`src/rtl/inst_fetch.sv`:
```
// inst_fetch: single-outstanding instruction fetch unit feeding the decode stage.
// Latency: request accepted in cycle N, response in N+1, out_valid in N+2.
// Backpressure: imem_req_ready low stalls in FETCH; out_ready low holds the instruction and blocks new requests.
//
// Ports:
//   clk, rst                         clock, synchronous active-high reset
//   imem_req_valid/addr/ready        fetch request channel (word-aligned address)
//   imem_rsp_valid/data              fetch response strobe and instruction word
//   redirect_valid/pc                PC redirect from jalr execute (highest priority)
//   out_valid/ready, out_pc/instr    instruction handed to decode, plus decoded fields
//   out_opcode/funct3/funct7         slices of out_instr
//   fetch_count                      instructions consumed by decode (wraps)
//   fetch_fault                      misaligned redirect seen
// Build option: IFETCH_MISALIGN_CHECK_EN turns a misaligned redirect into a sticky
// FAULT state; without it the low two target bits are dropped.
module inst_fetch #(
    parameter logic [31:0] RESET_PC = 32'h0000_0000
) (
    input  logic        clk,
    input  logic        rst,
    output logic        imem_req_valid,
    output logic [31:0] imem_req_addr,
    input  logic        imem_req_ready,
    input  logic        imem_rsp_valid,
    input  logic [31:0] imem_rsp_data,
    input  logic        redirect_valid,
    input  logic [31:0] redirect_pc,
    output logic        out_valid,
    input  logic        out_ready,
    output logic [31:0] out_pc,
    output logic [31:0] out_instr,
    output logic [6:0]  out_opcode,
    output logic [2:0]  out_funct3,
    output logic [6:0]  out_funct7,
    output logic [31:0] fetch_count,
    output logic        fetch_fault
);

    typedef enum logic [2:0] {
        FETCH,
        WAIT,
        HOLD,
        DRAIN
`ifdef IFETCH_MISALIGN_CHECK_EN
        , FAULT
`endif
    } state_t;

    state_t      state_q, state_d;
    logic [31:0] pc_q, pc_d;
    logic [31:0] cnt_q, cnt_d;
    logic [31:0] out_pc_q, out_instr_q;
    logic        pend_q, pend_d;
    logic        capture;
    logic        accept;
    logic [31:0] tgt;

    // Fetch addresses are always word aligned; the low target bits only matter
    // for fault detection.
    assign tgt = {redirect_pc[31:2], 2'b00};

`ifdef IFETCH_MISALIGN_CHECK_EN
    logic fault_q, fault_d;
    logic misalign;
    assign misalign    = |redirect_pc[1:0];
    assign fetch_fault = fault_q;
`else
    logic unused_lsb;
    assign unused_lsb  = ^redirect_pc[1:0];
    assign fetch_fault = 1'b0;
`endif

    // No request is offered while reset is asserted, so nothing is accepted then.
    assign imem_req_valid = (state_q == FETCH) && !rst;
    assign imem_req_addr  = pc_q;
    assign accept         = imem_req_valid && imem_req_ready;

    assign out_valid   = (state_q == HOLD);
    assign out_pc      = out_pc_q;
    assign out_instr   = out_instr_q;
    assign out_opcode  = out_instr_q[6:0];
    assign out_funct3  = out_instr_q[14:12];
    assign out_funct7  = out_instr_q[31:25];
    assign fetch_count = cnt_q;

    // pend tracks a request the memory still owes a response for, independent
    // of state, so a reset can tell whether a stale response is on its way.
    assign pend_d = accept || (pend_q && !imem_rsp_valid);

    always_comb begin
        state_d = state_q;
        pc_d    = pc_q;
        cnt_d   = cnt_q;
        capture = 1'b0;
`ifdef IFETCH_MISALIGN_CHECK_EN
        fault_d = fault_q;
        if (redirect_valid && misalign) begin
            state_d = FAULT;
            fault_d = 1'b1;
        end else
`endif
        begin
            unique case (state_q)
                FETCH: begin
                    if (redirect_valid) begin
                        pc_d    = tgt;
                        // A request for the old pc that went out this cycle
                        // must be drained before fetching the new target.
                        state_d = accept ? DRAIN : FETCH;
                    end else if (accept) begin
                        state_d = WAIT;
                    end
                end
                WAIT: begin
                    if (redirect_valid) begin
                        pc_d    = tgt;
                        state_d = imem_rsp_valid ? FETCH : DRAIN;
                    end else if (imem_rsp_valid) begin
                        capture = 1'b1;
                        state_d = HOLD;
                    end
                end
                HOLD: begin
                    if (redirect_valid) begin
                        pc_d    = tgt;
                        state_d = FETCH;
                    end else if (out_ready) begin
                        pc_d    = pc_q + 32'd4;
                        cnt_d   = cnt_q + 32'd1;
                        state_d = FETCH;
                    end
                end
                DRAIN: begin
                    // A redirect here only retargets; the stale response is
                    // still drained so the FSM cannot wait forever.
                    if (redirect_valid) pc_d = tgt;
                    if (imem_rsp_valid) state_d = FETCH;
                end
`ifdef IFETCH_MISALIGN_CHECK_EN
                FAULT: state_d = FAULT;
`endif
                default: state_d = FETCH;
            endcase
        end
    end

    always_ff @(posedge clk) begin
        if (rst) begin
            state_q     <= (pend_q && !imem_rsp_valid) ? DRAIN : FETCH;
            pend_q      <= pend_d;
            pc_q        <= RESET_PC;
            cnt_q       <= 32'd0;
            out_pc_q    <= 32'd0;
            out_instr_q <= 32'd0;
`ifdef IFETCH_MISALIGN_CHECK_EN
            fault_q     <= 1'b0;
`endif
        end else begin
            state_q <= state_d;
            pend_q  <= pend_d;
            pc_q    <= pc_d;
            cnt_q   <= cnt_d;
            if (capture) begin
                out_pc_q    <= pc_q;
                out_instr_q <= imem_rsp_data;
            end
`ifdef IFETCH_MISALIGN_CHECK_EN
            fault_q <= fault_d;
`endif
        end
    end

endmodule
```
`config.mk`:
```
export PLATFORM = sky130hd
export DESIGN_NAME = inst_fetch
export DESIGN_NICKNAME = d
export VERILOG_FILES = /design/src/rtl/inst_fetch.sv
export SDC_FILE = /design/constraint.sdc
export NUM_CORES = 1
export LEC_CHECK = 0
export CORE_MARGIN = 1.5
export CORE_UTILIZATION = 35
export DETAILED_ROUTE_END_ITERATION = 7
export PLACE_DENSITY = 0.72
export SETUP_SLACK_MARGIN = 0.4
export SLEW_MARGIN = 5
export SYNTH_ARGS = -nofsm -noshare
export SYNTH_HDL_FRONTEND = slang
export SYNTH_SLANG_ARGS = --single-unit
```
`constraint.sdc`:
```
create_clock -name clk -period 5.48 [get_ports clk]
set_input_delay 1.37 -clock clk [delete_from_list [all_inputs] [get_ports clk]]
set_output_delay 1.37 -clock clk [all_outputs]
set_load 0.1 [all_outputs]
```
Word level (Yosys, flattened, before mapping)
Cells that the tools add are included.

cells by class
  reductions and logical operators = 12
  add/subtract/negate cells = 2
  bitwise operators = 1
  eq/ne operators = 9
  mux-type cells = 19

operators by type and width
  cell                     number
  $mux W32                 3
  $pmux W32 S2             1
  $add A32 B1 Y32 const B  1
  $add A32 B3 Y32 const B  1
  $mux W3                  8
  $pmux W3 S4              1
  $ne A4 B4 Y1 const B     2
  $eq A3 B2 Y1 const B     2
  $mux W2                  3
  $reduce_and A3 Y1        2
  $ne A4 B3 Y1 const B     1
  $reduce_and A4 Y1        1
  $eq A3 B1 Y1 const B     1
  $logic_and A1 B1 Y1      3
  $logic_not A3 Y1         1
  $mux W1                  3
  $ne A3 B2 Y1 const B     1
  $ne A3 B3 Y1 const B     1
  $reduce_or A3 Y1         1
  $logic_not A1 Y1         2
  $ne A2 B1 Y1 const B     1
  $reduce_bool A2 Y1       1
  $logic_or A1 B1 Y1       1
  $not A1 Y1               1

word-level totals
  register bits after elaboration = 132
  bits of input ports = 70
  output and inout bits = 148
  logic and storage cells = 49

Longest topological paths before layout
  word-level depth = 7
  gate-level depth with buffers = 8
  gate-level depth less buffers = 6

Worst setup path before layout
OpenSTA, ideal clock, no wires.

  path kind = input -> output
  from = input rst
  to = output imem_req_valid
  path slack = 1005 ps
  stages on the path = 3
  data required time = 4110 ps
  buffers on the path = 1
  data arrival time = 3105 ps
  path through = clkbuf_1 -> or2_2 -> nor2_1

on the way
  cells in the longest elaborated chain, start to end = 2

RTL lines
  element              line  source
  start: declaration   20    input logic rst,
  $logic_not A1 Y1     74    assign imem_req_valid = (state_q == FETCH) && !rst;
  $logic_and A1 B1 Y1  74
  end: declaration     21    output logic imem_req_valid,

No other way between the ends.

Worst setup path after layout
Same ends and word-level chain as after synthesis.

==> metrics.md <==
| Metric | Value |
|---|---|
| # H-tree levels | 4 |
| Pwr Density | 377 nW/um^2 |
| Arrival time worst endpoint | about 2500 ps |
| Setup TNS | 0 ps |
| Slew Limit Headroom | 0.258 |
| Area grow syn2layout | 47.8% |
| CTS-repair resized insts | 0 |
| Vias/cell | 5.00 |
| Iter 0 DRT Violations | ~290 |
| Worst Path Required | 4110 ps |
| Final GP Congestion | 0.847 |
| Synth top area cells | dfxtp_1 44%, nand2_1 11%, a21oi_1 7.2% |
| Layout Utilization | 0.530 |
| Count of pins over their slew limit | 0 |
| Cells after synthesis | 723 |
| WS Path Type | in2out |
| YS warnings | 0 |
| Leading cell type by number of instances after synthesis | nand2_1 |
| Antenna violations before repair | 0 |
| Leak Pwr | 0.00284 uW |
| Vias in the first global route | 5001 |
| Crit end category | primary output |
| Share of the synthesized area in the top cell type | 0.438 |
| DP Cell Count | 1093 |
| Fin. Hold Viols | 0 |
| Filler cell count | 1539 |
| Synth area leader | dfxtp_1 |
| DRC viols | 0 |
| IO Pins | 218 |
| Inserted Clock Buffers | 17 |
| Sequential area share after synthesis | 0.449 |
| Die height | approximately 130 um |
| Drt first pass iters | 5 |
| Setup repair after global routing missed its margin | no |
| Crit-path max FO | 56 |
| Pin count of the biggest net entering global routing | between 60 and 70 |
| Routed WL | ~17000 um |
| Setup bufs post-CTS | 0 |
| Layout Skew | between 10 and 15 ps |
| R2R setup slack | 2830 ps |
| N_diodes | 0 |
| Syn_area_per_cell | 7.90 um^2 |
| Synth cell count leaders | 161 x nand2_1, 125 x dfxtp_1, 82 x a21oi_1 |
| DR vias | around 5.6k |
| Slew @ Worst Pin | 1100 ps |
| Post-synthesis cell type count | 56 |
| Clock Latency Late Sink | 410 ps |
| Synthesized area | 5710 um^2 |
| Tot GR Track Use | 0.196 |
| Total core area | 15900 um^2 |
| HP Class | reg2reg |
| Clk buf depth | 2 |
| Initial Utilization | 0.358 |
| CTS Hold Buffers Added | 0 |
| TritonCTS clock tree | done |
| Overflow after GRT | 0 |
| Wire per inst | 15.2 um |
| Top FF cell, synth | dfxtp_1 |
| Clock-pin slew on the worst setup and hold paths | 60 ps |
| Worst vdd ir | 0.000238 V |
| Max Cap Viol | 0 |
| Rows | 46 |
| Fmax | 259 MHz |
| Layout cells sized above 1 | 0.0539 |
| Final nets | between 900 and 1k |
| First-pass GRT wire length | 26200 um |
| Root Driver | clkbuf_16 |
| Outcome | completed |
| Layout Cells excl Fill | around 1.1k |
| EDFF count, synth | 2 |
| Reg area | 2560 um^2 |
| Critical Path Source Type | primary input |
| Final setup vio count | 0 |
| Multi-input gate area | 2770 um^2 |
| Clock sinks | 127 |
| Die Width | 131 um |
| Antenna viol nets, final | 0 |
| Post-DP HPWL | roughly 12000 um |
| Count of state elements after synthesis | 127 |
| Die ar. | 17100 um^2 |
| Port Buffers | 210 |
| Asr flop ratio synth | 0 |
| Final clock period utilization by the worst path | 0.703 |
| Tmin final | 3850 ps |
## cells in the final DEF, fill, tap and decap left out, types with 3 or more instances in the layout
cell and instances:
dfxtp_1 125, o21ai_0 16, a21oi_1 82, o32ai_1 3, or3_1 5, bufinv_16 3, nor2_1 58, inv_1 13
clkdlybuf4s50_1 208, and3_1 8, and2_1 3, nand4_1 13, nand3_1 26, xnor2_1 29, a211oi_1 12, conb_1 5
nor4_1 14, nor3_1 18, o22ai_1 4, buf_4 8, clkbuf_16 18, or4_1 3, clkbuf_8 5, nand2_1 161
and4_1 6, xor2_1 12, a22oi_1 3
## state kept, by name, indices dropped and copies added, names as in the netlist
name,flops
fetch_count,32
out_instr,32
imem_req_addr,30
out_pc,30
state_q,2
pend_q,1
## final cells by class
cell class,count,area share
tap,216,0.0320
timing repair buffer,216,0.254
inverter,14,0.00622
multi-input combinational,520,0.328
clock buffer,24,0.0619
sequential,127,0.303
clock inverter,8,0.0147
## worst max-delay path, cell delays in order
cell	delay (ps)
buf_4	280
or2_2	390
nor2_1	100
buf_4	310
## cells by family (layout without fill, tap and decap cells)
| group | after synthesis | after routing | synth area share |
|---|---|---|---|
| compound gates | 136 | 136 | 0.138 |
| other cells | 1 | 5 | 0.000656 |
| fa+ha+maj | 2 | 2 | 0.00438 |
| flops | 127 | 127 | 0.449 |
| buf+inv | 80 | 262 | 0.0701 |
| simple gates | 334 | 334 | 0.272 |
| mux | 2 | 2 | 0.00350 |
| xor+xnor | 41 | 41 | 0.0629 |
## where the power goes
part	internal (uW)	total (uW)	switching (uW)
Clock	803	1210	409
Sequential	989	1070	81.3
Combinational	227	904	677
## routing by layer
layer,wire length [um],track usage
met1,7340,0.259
met2,8500,0.316
met3,924,0.0432
met4,280,0.0730
met5,0,0
## worst paths after layout
| path | endpoint | start | cells past startpoint |
|---|---|---|---|
| worst max-delay path | imem_req_valid | rst | 4 |
| worst max register to register | imem_req_addr[16]$_SDFFE_PP0P_ | imem_req_addr[2]$_SDFFE_PP0P_ | 6 |
| worst min register to register | out_instr[20]$_SDFFE_PP0P_ | out_instr[20]$_SDFFE_PP0P_ | 2 |
| worst min-delay path | out_instr[20]$_SDFFE_PP0P_ | out_instr[20]$_SDFFE_PP0P_ | 2 |
## per-stage QoR
| stage | total power, uW | hold WS [ps] | cell area (um^2) | setup WS (ps) |
|---|---|---|---|---|
| finish | 3190 | 450 | 8450 | 1630 |
| global route | 3300 | 466 | 8450 | 1540 |
| CTS | 3210 | 453 | 8450 | 1630 |
| detailed placement | 1990 | 446 | 7800 | 1570 |
| global placement | 1990 | 441 | 7800 | 1630 |
| floorplan | 1770 | 438 | 5730 | 1010 |
(Power assumes the default switching activity.)
